$ cat src/rtl/pong_tone_seq.sv
// pong_tone_seq: sound-effect sequencer for the Pong game.
// A start request plays a burst of square-wave beeps. Each beep has a
// programmable tone half-period, an on-time in milliseconds and a gap in
// milliseconds. A one-cycle done pulse follows the last beep.
// The ms prescaler, tone divider and ms counter all restart on every state
// entry, so every phase length is an exact whole number of milliseconds.
module pong_tone_seq #(
   parameter int CLK_HZ = 100_000_000,
   parameter int DIV_W  = 17,
   parameter int DUR_W  = 10,
   parameter int REP_W  = 3
) (
   input  logic             clk_100MHz,
   input  logic             rst_n,
   input  logic             i_start,
   input  logic [DIV_W-1:0] i_half_period,
   input  logic [DUR_W-1:0] i_on_ms,
   input  logic [DUR_W-1:0] i_off_ms,
   input  logic [REP_W-1:0] i_repeat,
   output logic             o_tone,
   output logic             o_busy,
   output logic             o_done
);

   // Clock cycles per millisecond, and the prescaler that counts them
   localparam int              MS_CYCLES = CLK_HZ / 1000;
   localparam int              PRE_W     = (MS_CYCLES > 1) ? $clog2(MS_CYCLES) : 1;
   localparam logic [PRE_W-1:0] PRE_MAX  = PRE_W'(MS_CYCLES - 1);

   typedef enum logic [1:0] {
      IDLE = 2'd0,
      ON   = 2'd1,
      GAP  = 2'd2
   } state_t;

   state_t           state;
   state_t           state_next;

   logic [PRE_W-1:0] pre_cnt;
   logic [PRE_W-1:0] pre_next;
   logic [DIV_W-1:0] div_cnt;
   logic [DIV_W-1:0] div_next;
   logic [DUR_W-1:0] ms_cnt;
   logic [DUR_W-1:0] ms_next;
   logic [REP_W-1:0] beep_cnt;
   logic [REP_W-1:0] beep_next;

   logic [DIV_W-1:0] half_lat;
   logic [DUR_W-1:0] on_lat;
   logic [DUR_W-1:0] off_lat;

   logic [DIV_W-1:0] half_eff;
   logic [DUR_W-1:0] on_eff;
   logic [REP_W-1:0] rep_eff;

   logic             tick;
   logic             div_wrap;
   logic             on_last_ms;
   logic             gap_last_ms;
   logic             more_beeps;
   logic             accept;
   logic             tone_next;
   logic             done_next;

   // Zero-valued fields that cannot be zero are promoted to one before latching
   always_comb begin
      half_eff = (i_half_period == '0) ? DIV_W'(1) : i_half_period;
      on_eff   = (i_on_ms == '0)       ? DUR_W'(1) : i_on_ms;
      rep_eff  = (i_repeat == '0)      ? REP_W'(1) : i_repeat;
   end

   // Decode the end-of-millisecond, end-of-half-period and end-of-phase conditions
   always_comb begin
      tick        = (pre_cnt == PRE_MAX);
      div_wrap    = (div_cnt == (half_lat - DIV_W'(1)));
      on_last_ms  = tick && (ms_cnt == (on_lat - DUR_W'(1)));
      gap_last_ms = tick && (ms_cnt == (off_lat - DUR_W'(1)));
      more_beeps  = (beep_cnt > REP_W'(1));
   end

   // Next-state and datapath update for the IDLE / ON / GAP sequencer
   always_comb begin
      state_next = state;
      pre_next   = tick ? '0 : (pre_cnt + PRE_W'(1));
      div_next   = div_cnt;
      ms_next    = ms_cnt;
      beep_next  = beep_cnt;
      tone_next  = o_tone;
      done_next  = 1'b0;
      accept     = 1'b0;

      case (state)
         IDLE: begin
            tone_next = 1'b0;
            pre_next  = '0;
            div_next  = '0;
            ms_next   = '0;
            if (i_start) begin
               accept     = 1'b1;
               beep_next  = rep_eff;
               state_next = ON;
            end
         end

         ON: begin
            if (div_wrap) begin
               div_next  = '0;
               tone_next = ~o_tone;
            end else begin
               div_next = div_cnt + DIV_W'(1);
            end

            if (tick) begin
               ms_next = ms_cnt + DUR_W'(1);
            end

            if (on_last_ms) begin
               ms_next   = '0;
               pre_next  = '0;
               div_next  = '0;
               tone_next = 1'b0;
               beep_next = beep_cnt - REP_W'(1);
               if (more_beeps) begin
                  state_next = (off_lat != '0) ? GAP : ON;
               end else begin
                  state_next = IDLE;
                  done_next  = 1'b1;
               end
            end
         end

         GAP: begin
            tone_next = 1'b0;
            div_next  = '0;
            if (tick) begin
               ms_next = ms_cnt + DUR_W'(1);
            end
            if (gap_last_ms) begin
               ms_next    = '0;
               pre_next   = '0;
               state_next = ON;
            end
         end

         default: begin
            state_next = IDLE;
            tone_next  = 1'b0;
            pre_next   = '0;
            div_next   = '0;
            ms_next    = '0;
            beep_next  = '0;
         end
      endcase
   end

   // State register and counters; reset clears everything immediately
   always_ff @(posedge clk_100MHz or negedge rst_n) begin
      if (!rst_n) begin
         state    <= IDLE;
         pre_cnt  <= '0;
         div_cnt  <= '0;
         ms_cnt   <= '0;
         beep_cnt <= '0;
      end else begin
         state    <= state_next;
         pre_cnt  <= pre_next;
         div_cnt  <= div_next;
         ms_cnt   <= ms_next;
         beep_cnt <= beep_next;
      end
   end

   // Sequence fields are captured only when a start is accepted in IDLE
   always_ff @(posedge clk_100MHz or negedge rst_n) begin
      if (!rst_n) begin
         half_lat <= '0;
         on_lat   <= '0;
         off_lat  <= '0;
      end else if (accept) begin
         half_lat <= half_eff;
         on_lat   <= on_eff;
         off_lat  <= i_off_ms;
      end
   end

   // Registered outputs so the speaker pin and status flags are glitch-free
   always_ff @(posedge clk_100MHz or negedge rst_n) begin
      if (!rst_n) begin
         o_tone <= 1'b0;
         o_busy <= 1'b0;
         o_done <= 1'b0;
      end else begin
         o_tone <= tone_next;
         o_busy <= (state_next != IDLE);
         o_done <= done_next;
      end
   end

endmodule

$ cat config.mk
export PLATFORM = sky130hd
export DESIGN_NAME = pong_tone_seq
export DESIGN_NICKNAME = d
export VERILOG_FILES = /design/src/rtl/pong_tone_seq.sv
export SDC_FILE = /design/constraint.sdc
export NUM_CORES = 1
export LEC_CHECK = 0
export ABC_AREA = 1
export BUFFER_PORTS_ARGS = -buffer_cell sky130_fd_sc_hd__buf_4
export CAP_MARGIN = 20
export CORE_UTILIZATION = 65
export DETAILED_ROUTE_END_ITERATION = 12
export GPL_TIMING_DRIVEN = 0
export PLACE_DENSITY = 0.95
export SLEW_MARGIN = 20
export SYNTH_ARGS = -nofsm -noshare
export SYNTH_HDL_FRONTEND = slang
export SYNTH_SLANG_ARGS = --single-unit
$ cat constraint.sdc
create_clock -name clk_100MHz -period 4.5 [get_ports clk_100MHz]
set_clock_uncertainty 0.2 [all_clocks]
set_input_delay 0.225 -clock clk_100MHz [delete_from_list [all_inputs] [get_ports clk_100MHz]]
set_output_delay 0.225 -clock clk_100MHz [all_outputs]
set_load 0.02 [all_outputs]
; Yosys cells after proc, flatten, opt, wreduce, memory -nomap -nowiden
; Cells that the tools add are included.
[classes]
add_sub_neg = 7
magnitude_cmp = 1
n_eq_ne = 9
n_mux = 31
bitwise = 2
n_reduce_logical = 9
[op_table]
columns = op, n
row1 = two-way mux 17 bit, 7
row2 = two-way mux 10 bit, 4
row3 = "adder 17 x 1 -> 17 bit, second input constant", 2
row4 = one-hot mux 17 bit (2 select lines), 1
row5 = == test 10 bit, 2
row6 = one-hot mux 10 bit (2 select lines), 1
row7 = "subtractor 10 x 1 -> 10 bit, second input constant", 2
row8 = == test 17 bit, 1
row9 = "== test 17 bit, second input constant", 1
row10 = logical NOT 17 bit, 1
row11 = "subtractor 17 x 1 -> 17 bit, second input constant", 1
row12 = "adder 10 x 1 -> 10 bit, second input constant", 1
row13 = logical NOT 10 bit, 1
row14 = two-way mux 2 bit, 5
row15 = nonzero test 10 bit, 1
row16 = two-way mux 3 bit, 3
row17 = one-hot mux 3 bit (3 select lines), 1
row18 = two-way mux 1 bit, 8
row19 = one-hot mux 2 bit (3 select lines), 1
row20 = "!= test 2 bit, second input constant", 2
row21 = "greater-than comparator 3 x 1 -> 1 bit, second input constant", 1
row22 = logical NOT 3 bit, 1
row23 = "!= test 3 bit, second input constant", 1
row24 = AND reduction 3 bit, 1
row25 = other kinds (7), 9
[word_totals]
ff_bits = 89
in_bits = 43
output_inout_bits = 3
elab_cells = 70

; Logic depth before layout (Yosys ltp)
[depth]
ltp_word = 6
mapped_depth = 16
mapped_depth_nobuf = 16

; Worst setup path before layout
; No wires, ideal clock.
[synth_path]
path_type = reg-to-reg
from = register half_lat[0]
to = register div_cnt[11]
setup_time_ns = 0.121
arrival_ns = 1.886
t_required_ns = 4.179
slack_ns = 2.293
path_stages_with_launch = 13
n_path_buf = 1
synth_period_minus_slack_ns = 2.207
cell_sequence = dfrtp_1 > inv_1 > ha_1 > nand2_2 > nor2_4 > nand2_4 > nor2_4 > nand3_1 > xor2_1 > nand4_4 > nand2_4 > buf_12 > nor2_2
[synth_via]
elab_chain_len = 5
[synth_rtl]
columns = item, line_no
row1 = from (decl), 48  ; logic [DIV_W-1:0] half_lat;
row2 = from (signal assigned), 180  ; half_lat <= half_eff;
row3 = subtractor 17 x 1 -> 17 bit, 75  ; div_wrap = (div_cnt == (half_lat - DIV_W'(1)));
row4 = == test 17 bit, 75
row5 = two-way mux 17 bit, 106  ; if (div_wrap) begin
row6 = two-way mux 17 bit, 117  ; if (on_last_ms) begin
row7 = two-way mux 17 bit, 92  ; case (state)
row8 = net div_next[11], 42  ; logic [DIV_W-1:0] div_next;
row9 = to (signal assigned), 167  ; div_cnt <= div_next;
row10 = to (decl), 41  ; logic [DIV_W-1:0] div_cnt;
; The timed path passes the listed nets, and every way through them passes these cells.
; A chain may end at the register's enable or synchronous reset.

; Worst setup path after layout
[layout_path]
from = register state[0]
to = register half_lat[11]
[layout_via]
elab_chain_len = 2
[layout_rtl]
columns = item, line_no
row1 = from (decl), 36  ; state_t state;
row2 = from (signal assigned), 165  ; state <= state_next;
row3 = logical NOT 2 bit, 92
row4 = two-way mux 1 bit, 92
; Every way passes these cells.

==> metrics.txt <==
die height=95.0 µm; GRT overflow=0; PD cells=550 mW/mm²; Routed Antenna Nets=0; Iter 0 DRT Violations=794; worst r2r dst=half_lat[11]$_DFFE_PN0P_; Post-CTS Setup Bufs=0; H-Tree Depth=3; fin crit share=62.2%; GR Util All Layers=43.7%; fin. max-slew vios=0; post-synth cell types=32; Post-Syn Instances=785; die area=0.00903 mm²; peak supply drop=0.370 mV; synthesized area=0.00563 mm²; average cell area after synthesis=7.17 µm²; Worst Hold Class=input port to flip-flop; DP Worst Slack=slightly below 2 ns; hold path startpoint=i_start; leakage power=0.00332 µW; IO Pins=46; min Tclk post-route=between 2 and 3 ns; vias=6245; Worst Reg-to-Reg Cells=8; hold_buf cts=38; vias in the first global route=6278; ys async rst share=between 90% and 100%; DRC=0; Final #Nets=934; drt pass-1 iters=8; Setup crit start=state[0]$_DFF_PN0_; Total Wirelength=18600 µm; CTS root buffer=clkbuf_8; # rows=33; Syn Nets=840; number of flops mapped to enable cells by yosys=0; Die W=95.0 µm; Initial Util=67.8%; ant diodes=0; CP max FO=10; Setup TNS=0 ns; worst hold endpoint=state[0]$_DFF_PN0_; final hold viol count=0; DP Wirelength=10400 µm; critical path class=flip-flop to flip-flop; cell with the most instances after synthesis=nand2_1; setup ws final=1.70 ns; warnings from Yosys=0; Max Cap Viol=0; clock buffer depth=2; top post-synthesis cells by area=dfrtp_1 (40%), nand2_1 (15%), inv_1 (7.2%), nor2_1 (6.3%), xor2_1 (6.1%); top_reg_cell synth=dfrtp_1; Max Freq=approximately 0.36 GHz; fraction of layout cells with a size suffix above 1=10.9%; initial antenna violation count=0; Non-Filler Instances=989; crit path launch type=flip-flop; Finish-stage setup viols=0; Worst-Margin Slew=0.829 ns; placed instance count=935; register bit total from synthesis=89; synth cell count leaders=nand2_1 (223), inv_1 (108), nor2_1 (95); vias per inst=6.31; status=finished clean; DR WL/cell=18.8 µm; CTS tree=built; # resized after CTS=0; Reg-to-Reg Start=state[0]$_DFF_PN0_; RSZ-0062 raised after global routing=no; CTS Sinks=89; Crit path arrival time=around 2.9 ns; clk slew on worst S/H paths=approximately 0.1 ns; register area share after synthesis=about two fifths; R2R setup slack=about 1.7 ns; largest net degree at the start of global routing=90; Area Overhead vs Synth=18.7%; total core area=0.00830 mm²; clk_lat worst skew=0.38 ns; top-area cell type share of the netlist area=approximately two fifths; CP required=4.60 ns; largest area contributor in the netlist=dfrtp_1; Worst Hold Depth=5; first-pass GRT wire length=29600 µm; DP Area=0.00610 mm²; Max-slew headroom=44.7%; number of buffers created by CTS=9; port bufs=45; Design Area, Final=approximately 0.0067 mm²; crit end category=flip-flop; RePlAce Congestion=0.935
==> how the worst max path moves through the flow <==
stage	end	slack, ns	cells past startpoint
after floorplan	div_cnt[11]$_DFF_PN0_	2.29	12
after global placement	ms_cnt[2]$_DFF_PN0_	1.97	10
after detailed placement	ms_cnt[5]$_DFF_PN0_	1.96	10
after global routing	ms_cnt[5]$_DFF_PN0_	1.56	10
final	half_lat[11]$_DFFE_PN0P_	1.70	8
after CTS	ms_cnt[5]$_DFF_PN0_	1.90	10
==> final cells by class <==
| type | count | area, µm² |
|---|---|---|
| timing repair buffer | 83 | 722 |
| inverter | 109 | 409 |
| clock inverter | 6 | 72.6 |
| sequential | 89 | 2230 |
| clock buffer | 10 | 128 |
| tap | 105 | 131 |
| multi-input combinational | 577 | 2940 |
| buffer | 10 | 55.1 |
| fill | 471 | 1620 |
==> cells in the final DEF (no fill, tap or decap), types with 3 or more instances in the layout <==
cell / n
a21oi_1: 12
buf_4: 44
clkbuf_1: 9
clkbuf_8: 9
dfrtp_1: 89
dlygate4sd3_1: 38
ha_1: 12
inv_1: 108
inv_6: 3
nand2_1: 223
nand3_1: 57
nand4_1: 16
nor2_1: 95
nor2_2: 19
nor3_1: 13
nor3b_1: 6
nor4_1: 5
o21ai_0: 38
o22ai_1: 4
or2_2: 5
xnor2_1: 18
xor2_1: 39
==> report_power, final <==
group          switching [µW]  internal (µW)  leakage (µW)
clock network             326            264     0.0000979
registers                 301           1000       0.00116
logic                    1190            588       0.00206
total                    1810           1860       0.00332
==> metrics by stage <==
step / util, % / total power, µW / hold slack [ns]
after floorplan: - / 2360 / -0.271
after global placement: 73.5 / 2640 / 0.219
after detailed placement: 73.5 / 2770 / 0.228
after CTS: 80.4 / 3410 / 0.0352
after global routing: 80.5 / 3840 / 0.0764
final: 80.5 / 3670 / 0.0335
==> worst max-delay path, cell delays in order (launching register included) <==
cell,delay (ns)
dfrtp_1,0.43
inv_1,0.14
ha_1,0.20
nand2_1,0.31
inv_1,0.23
clkbuf_1,0.42
clkbuf_1,0.44
nand2_1,0.20
nand2_1,0.15
==> kinds of logic (layout without fill, tap and decap cells) <==
group | after synthesis | in the layout | synth area share (%)
and+or+nand+nor | 450 | 450 | 35.2
buffers and inverters | 119 | 218 | 8.25
DFF | 89 | 89 | 39.6
AOI/OAI and AO/OA | 58 | 58 | 5.38
xor gates and xnor gates | 57 | 57 | 8.87
adders and majority gates | 12 | 12 | 2.67
==> state kept, by name (all words and copies together), names as in the netlist <==
name	cells
ms_cnt	10
on_lat	10
off_lat	10
o_done	1
div_cnt	17
half_lat	17
pre_cnt	17
o_tone	1
o_busy	1
state	2
beep_cnt	3
==> per-layer routing <==
layer / global-route usage [%] / up-vias / wire (µm)
met4: 33.8 / 0 / 1470
met2: 71.0 / 571 / 8710
met3: 12.6 / 182 / 2080
li1: - / 2651 / -
met5: 0 / - / 0
met1: 48.1 / 2841 / 6330
No activity file was read; power rests on OpenSTA's default activity.
